**src/rtl/freq_meter_pkg.sv**
```systemverilog
// Shared constants for the divided-clock frequency meter: FSM encoding and
// default gate window / counter width.
package freq_meter_pkg;

   localparam logic [1:0] ST_IDLE = 2'd0;
   localparam logic [1:0] ST_GATE = 2'd1;
   localparam logic [1:0] ST_DONE = 2'd2;

   localparam int GATE_CYCLES_DEF = 700;
   localparam int CNT_W_DEF       = 10;

endpackage

```
**src/rtl/freq_meter_sig_edge_sync.sv**
```systemverilog
// Brings an asynchronous level into the clk domain and emits one clk-wide
// pulse per rising edge; usable by any consumer of the divider output.
module sig_edge_sync (
   input  logic clk,
   input  logic rst,
   input  logic sig_in,
   output logic edge_pulse
);

   logic s1;
   logic s2;
   logic s3;

   // NOTE: registers update with <= so every flop samples the pre-edge value
   // of its neighbour; blocking = here would collapse the chain into one flop.
   always_ff @(posedge clk or negedge rst) begin
      if (!rst) begin
         s1 <= 1'b0;
         s2 <= 1'b0;
         s3 <= 1'b0;
      end else begin
         s1 <= sig_in;
         s2 <= s1;
         s3 <= s2;
      end
   end

   // s1 may be metastable; only s2/s3 are consumed.
   assign edge_pulse = s2 & ~s3;

endmodule

```
**src/rtl/freq_meter.sv**
```systemverilog
// Counts rising edges of a divider output over a GATE_CYCLES-long window of
// clk and publishes the count with a one-cycle valid and a saturation flag.
module freq_meter
   import freq_meter_pkg::*;
#(
   parameter int GATE_CYCLES = GATE_CYCLES_DEF,
   parameter int CNT_W       = CNT_W_DEF
) (
   input  logic             clk,
   input  logic             rst,
   input  logic             sig_in,
   input  logic             start,
   input  logic             abort,
   output logic             busy,
   output logic [CNT_W-1:0] result,
   output logic             result_valid,
   output logic             overflow
);

   localparam int GW = (GATE_CYCLES > 2) ? $clog2(GATE_CYCLES) : 1;
   localparam logic [GW-1:0]    GATE_LAST = GW'(GATE_CYCLES - 1);
   localparam logic [CNT_W-1:0] CNT_MAX   = {CNT_W{1'b1}};

   logic [1:0]       state;
   logic [GW-1:0]    gate_cnt;
   logic [CNT_W-1:0] edge_cnt;
   logic             sat;
   logic             edge_pulse;
   logic [CNT_W-1:0] cnt_next;
   logic             sat_next;

   sig_edge_sync u_sync (
      .clk        (clk),
      .rst        (rst),
      .sig_in     (sig_in),
      .edge_pulse (edge_pulse)
   );

   // NOTE: every output of this block gets a default before any condition,
   // so no path leaves a value unassigned and no latch is inferred.
   always_comb begin
      cnt_next = edge_cnt;
      sat_next = sat;
      if (edge_pulse) begin
         if (edge_cnt == CNT_MAX) sat_next = 1'b1;
         else                     cnt_next = edge_cnt + CNT_W'(1);
      end
   end

   always_ff @(posedge clk or negedge rst) begin
      if (!rst) begin
         state    <= ST_IDLE;
         gate_cnt <= '0;
         edge_cnt <= '0;
         sat      <= 1'b0;
         result   <= '0;
         overflow <= 1'b0;
      end else begin
         case (state)
            ST_IDLE: begin
               if (start) begin
                  state    <= ST_GATE;
                  gate_cnt <= '0;
                  edge_cnt <= '0;
                  sat      <= 1'b0;
               end
            end
            ST_GATE: begin
               edge_cnt <= cnt_next;
               sat      <= sat_next;
               gate_cnt <= gate_cnt + GW'(1);
               if (abort) begin
                  state <= ST_IDLE;
               end else if (gate_cnt == GATE_LAST) begin
                  // Load with the last cycle's edge included so result is
                  // already current while result_valid is high in DONE.
                  state    <= ST_DONE;
                  result   <= cnt_next;
                  overflow <= sat_next;
               end
            end
            ST_DONE: state <= ST_IDLE;
            default: state <= ST_IDLE;
         endcase
      end
   end

   assign busy         = (state == ST_GATE);
   assign result_valid = (state == ST_DONE);

endmodule
```
**config.mk**
```make
export PLATFORM = sky130hd
export DESIGN_NAME = freq_meter
export DESIGN_NICKNAME = d
export VERILOG_FILES = /design/src/rtl/freq_meter_pkg.sv /design/src/rtl/freq_meter_sig_edge_sync.sv /design/src/rtl/freq_meter.sv
export SDC_FILE = /design/constraint.sdc
export NUM_CORES = 1
export LEC_CHECK = 0
export ABC_CLOCK_PERIOD_IN_PS = 4920
export BUFFER_PORTS_ARGS = -buffer_cell sky130_fd_sc_hd__buf_2
export CORE_UTILIZATION = 63
export CTS_CLUSTER_DIAMETER = 200
export DETAILED_ROUTE_END_ITERATION = 8
export PLACE_DENSITY = 0.84
export SYNTH_ARGS = -nofsm -noshare
export SYNTH_HDL_FRONTEND = slang
export SYNTH_SLANG_ARGS = --single-unit
```
**constraint.sdc**
```tcl
create_clock -name clk -period 4.92 [get_ports clk]
set_clock_uncertainty 0.05 [all_clocks]
set_input_delay 0.246 -clock clk [delete_from_list [all_inputs] [get_ports clk]]
set_output_delay 0.246 -clock clk [all_outputs]
set_load 0.005 [all_outputs]
```
## After elaboration in Yosys (flattened, before gate mapping)

Index checks and enable logic that the tools add are counted.

| operators by class | value |
|---|---|
| eq/ne operators | 6 |
| $add $sub $neg | 2 |
| reductions and logical operators | 5 |
| mux-type cells | 13 |
| bitwise gates (word level) | 3 |

Operator list:

| kind | number |
|---|---|
| 10-bit case mux with 2 select lines | 2 |
| 10-bit two-way mux | 3 |
| 10-bit by 1-bit adder with 10-bit output, second input constant | 2 |
| 10-bit equality test, second input constant | 2 |
| 2-bit two-way mux | 3 |
| 2-bit case mux with 2 select lines | 1 |
| 2-bit AND reduction | 2 |
| 1-bit two-way mux | 3 |
| 3-bit by 2-bit inequality test with 1-bit output, second input constant | 1 |
| 3-bit AND reduction | 1 |
| 2-bit by 1-bit equality test with 1-bit output, second input constant | 1 |
| 2-bit equality test, second input constant | 1 |
| 2-bit zero test | 1 |
| 2-bit inequality test, second input constant | 1 |
| 1-bit NOT | 2 |
| 1-bit case mux with 2 select lines | 1 |
| 2-bit nonzero test | 1 |
| 1-bit AND | 1 |

| word-level totals | value |
|---|---|
| input port bits | 5 |
| bits in registers | 37 |
| logic and storage cells | 38 |

## Depth between registers and ports, before layout

| logic depth | value |
|---|---|
| depth in word-level cells | 4 |
| depth in mapped cells | 6 |
| mapped depth without buffers | 5 |

## Modules after synthesis

From an unflattened synthesis, not the netlist that was laid out.

| unflattened totals | value |
|---|---|
| cells, all modules | 197 |
| area, all modules | 1863.0 um2 |

By module, submodules not included:

| module | times used | cells each | area an instance (um2) |
|---|---|---|---|
| freq_meter | 1 | 193 | 1774.2 |
| sig_edge_sync | 1 | 4 | 88.8 |

## Worst setup path after synthesis

No wires, ideal clock.

| path | value |
|---|---|
| kind | reg-to-reg |
| start | register gate_cnt[2] |
| end | register result[5] |
| path buffers | 1 |
| library setup time | 0.069 ns |
| cell stages (with the launch flop) | 6 |
| slack | 3.265 ns |
| arrival | 1.536 ns |
| path through | dfrtp_1 -> buf_2 -> nor4b_4 -> nand4_1 -> or4_1 -> nand3_1 |

| on the way | value |
|---|---|
| cells in the longest elaborated chain, start to end | 2 |

Ends and longest elaborated chain:

| element | RTL line | text |
|---|---|---|
| from (decl) | freq_meter.sv:25 | `logic [GW-1:0] gate_cnt;` |
| from (signal assigned) | freq_meter.sv:71 | `gate_cnt <= gate_cnt + GW'(1);` |
| 10-bit equality test | freq_meter.sv:74 | `end else if (gate_cnt == GATE_LAST) begin` |
| 3-bit AND reduction (no line) | -- |  |
| to (signal assigned) | freq_meter.sv:78 | `result <= cnt_next;` |
| to (decl) | freq_meter.sv:15 | `output logic [CNT_W-1:0] result,` |

No other way between the ends.
A chain may end at the register's enable or synchronous reset.

## Worst setup path after layout

| path | value |
|---|---|
| start | register state[1] |
| end | output port busy |

| on the way | value |
|---|---|
| cells in the longest elaborated chain, start to end | 1 |

Ends and longest elaborated chain:

| element | RTL line | text |
|---|---|---|
| from (decl) | freq_meter.sv:24 | `logic [1:0] state;` |
| from (signal assigned) | freq_meter.sv:52 | `state <= ST_IDLE;` |
| from (signal assigned) | freq_meter.sv:62 | `state <= ST_GATE;` |
| from (signal assigned) | freq_meter.sv:73 | `state <= ST_IDLE;` |
| 2-bit by 1-bit equality test with 1-bit output | freq_meter.sv:88 | `assign busy = (state == ST_GATE);` |
| to (decl) | freq_meter.sv:14 | `output logic busy,` |

No other way between the ends.

==> metrics <==
status finished, violations left; failing checks DRC; GP Congestion around 0.90; gr usage total about 28%; count of cell types in the netlist between 40 and 50; final hold violation count 0; top cells by area, synth dfrtp_1, o21ai_0, nor2_1; DRC viols 4; worst path required time around 4.6 ns; quantity of hold-fixing buffers added after cts 2; die width ~58 um; WP data arrival about 2.3 ns; Post-synth EDFFs 0; post-route ant nets 0; Post-CTS Setup Inserts 0; worst hold path type in -> reg; count of state elements after synthesis 37; HPWL reported at the end of detailed placement ~2.8 mm; wire per inst 15.9 um; area grow syn2layout 9.04%; final setup violating endpoints 0; Critical Path End Type output pin; worst setup margin between 2 and 2.5 ns; vias per inst between 6 and 7; crit path cell chain nand2b_1 -> clkinv_1 -> buf_2; Critical path origin state[1]; CTS tree built; worst slack, placed approximately 2.6 ns; Mapped Avg Cell Area 9.64 um^2; top-count cell post-synth dfrtp_1; CTS sink count 37; Mapped Nets between 200 and 250; DR vias 1596; first-pass GRT wire length roughly 6.8 mm; Max Cap Viol 0; LEAKAGE between 0.0009 and 0.001 uW; Detailed Routing Iterations Pass 1 6; register area share after synthesis 47.1%; PortBufs 17; Hold Path End state[0]; vias in the first global route between 1.5k and 2k; FF-to-FF Start state[1]; CTS Buf Count 5; FF-to-FF setup slack 2.53 ns; Slew Limit Fails 0; Clock Pin Slew Worst Setup and Hold Paths roughly 0.11 ns; Ant. Diodes 0; Power per Cell Area roughly 290 nW/um^2; HP Start start; actual slew at the worst max-slew pin between 0.7 and 0.8 ns; CP max FO 19; synthesized area between 1500 and 2000 um^2; Overflow after GRT 0; minimum clock period approximately 2.6 ns; Reg2Reg Capture Point edge_cnt[0]; core area between 2000 and 3000 um^2; Synth Flop Type dfrtp_1; crit path kind reg -> out; NumNets Final approximately 230; ys async rst share 100%; period utilisation layout between 50% and 60%; Clk Latency, worst-skew pair roughly 0.35 ns; Post-Synthesis Cells ~200; post-synthesis cell type with the largest combined area dfrtp_1; Die H ~58 um; largest net degree at the start of global routing 38; worst-case clock buffer depth 2; RSZ-0062 raised after global routing false; I/O pin total 18; Hold Path Stages 3; initial antenna violation count 0; initial core utilization about 69%; die area roughly 3300 um^2; R2R depth 4; row count 19; Synth top area share a little under half; Syn. warnings 0; total wire length about 4 mm; post_cts resized 0; H-Tree Level Count 2; CTS Root Cell clkbuf_4; Crit-path slowest cell clkinv_1; Detailed Route Iter0 Violations a little under 70; maximum VDD drop 0.249 mV; Achievable Freq ~0.38 GHz; startpoint types register; final setup TNS 0 ns; max_slew headroom between 40 and 50%; Fill cells slightly above 200; Synth top cells by count dfrtp_1, o21ai_0, nor2_1, nand2_1, a21oi_1; Crit path largest cell delay roughly 0.64 ns; share of cells above drive strength 1 between 10% and 20%
## layer usage
layer	track usage, %	part of all wire [%]
met3	8.04	5.6
met1	35.9	46
met4	14.3	2.5
met5	0	0
met2	42.5	46
## where the power goes
group / switching (uW) / internal, uW
clock: 101 / 103
sequential: 32.3 / 322
combinational: 41.0 / 27.1
## final cells by class
class	count	area (um^2)	area share (%)
clock buffers	5	37.5	1.75
repair buffers	19	105	4.90
clock inverters	2	35.0	1.63
flip-flops and latches	37	926	43.2
inverters	4	15.0	0.701
well taps	31	38.8	1.81
multi-input cells	154	986	46.0
## layout by cell type, fill, tap and decap left out, types with 2 or more instances in the layout
master and instances:
a31oi_1 4, buf_2 17, o21ai_0 23, and2_1 3, clkbuf_4 5, o31ai_1 2
dfrtp_1 37, nor3_1 4, and4_1 6, ha_1 2, or4_1 3, nor2b_1 2
nand3_1 9, a22o_1 7, a21oi_2 3, a21o_1 4, nand2_1 16, xnor2_1 3
nor2_1 17, a21oi_1 10, mux2_2 2, and3_1 3, inv_1 3, nand2b_1 4
dlygate4sd3_1 2, nand4_1 6
## stage by stage
| stage | utilization [%] | hold WS, ns | power, uW | cell area (um^2) | cells |
|---|---|---|---|---|---|
| 3_5_place_dp | 71.9 | 0.290 | 425 | 2050 | 243 |
| 6_report | 75.1 | 0.146 | 627 | 2140 | 252 |
| 3_3_place_gp | 71.9 | 0.293 | 418 | 2050 | 243 |
| 2_1_floorplan | - | -0.0996 | 403 | 1970 | 204 |
| 4_1_cts | 75.1 | 0.130 | 630 | 2140 | 252 |
| 5_1_grt | 75.1 | 0.154 | 656 | 2140 | 252 |
## registers in the layout, indices dropped and copies added, names as in the netlist
signal / cells
overflow: 1
sat: 1
u_sync.s1: 1
state: 2
u_sync.s3: 1
result: 10
u_sync.s2: 1
edge_cnt: 10
gate_cnt: 10
## worst max-delay path by stage
stage / to / slack (ns) / depth (start not counted)
after floorplan: result[5] / 3.26 / 5
after global placement: edge_cnt[0] / 2.76 / 4
after detailed placement: edge_cnt[0] / 2.60 / 4
after CTS: busy / 2.37 / 3
after global routing: busy / 2.19 / 3
final: busy / 2.31 / 3
## worst max-delay path: cells and delay by family, from the launching register on
kind                   cells  cell delay, ns
AND/OR/NAND/NOR            1            0.54
flip-flops                 1            0.47
buffers and inverters      2            0.95
## logic make-up (layout without fill, tap and decap cells)
family / count (synthesis) / in the layout / synth area share (%)
compound gates: 61 / 61 / 20.2
xor+xnor: 4 / 4 / 1.78
fa+ha+maj: 2 / 2 / 1.27
buf+inv: 13 / 30 / 2.74
flops: 37 / 37 / 47.1
mux: 3 / 3 / 1.65
simple gates: 84 / 84 / 25.3
Power figures use the tool's default switching activity.
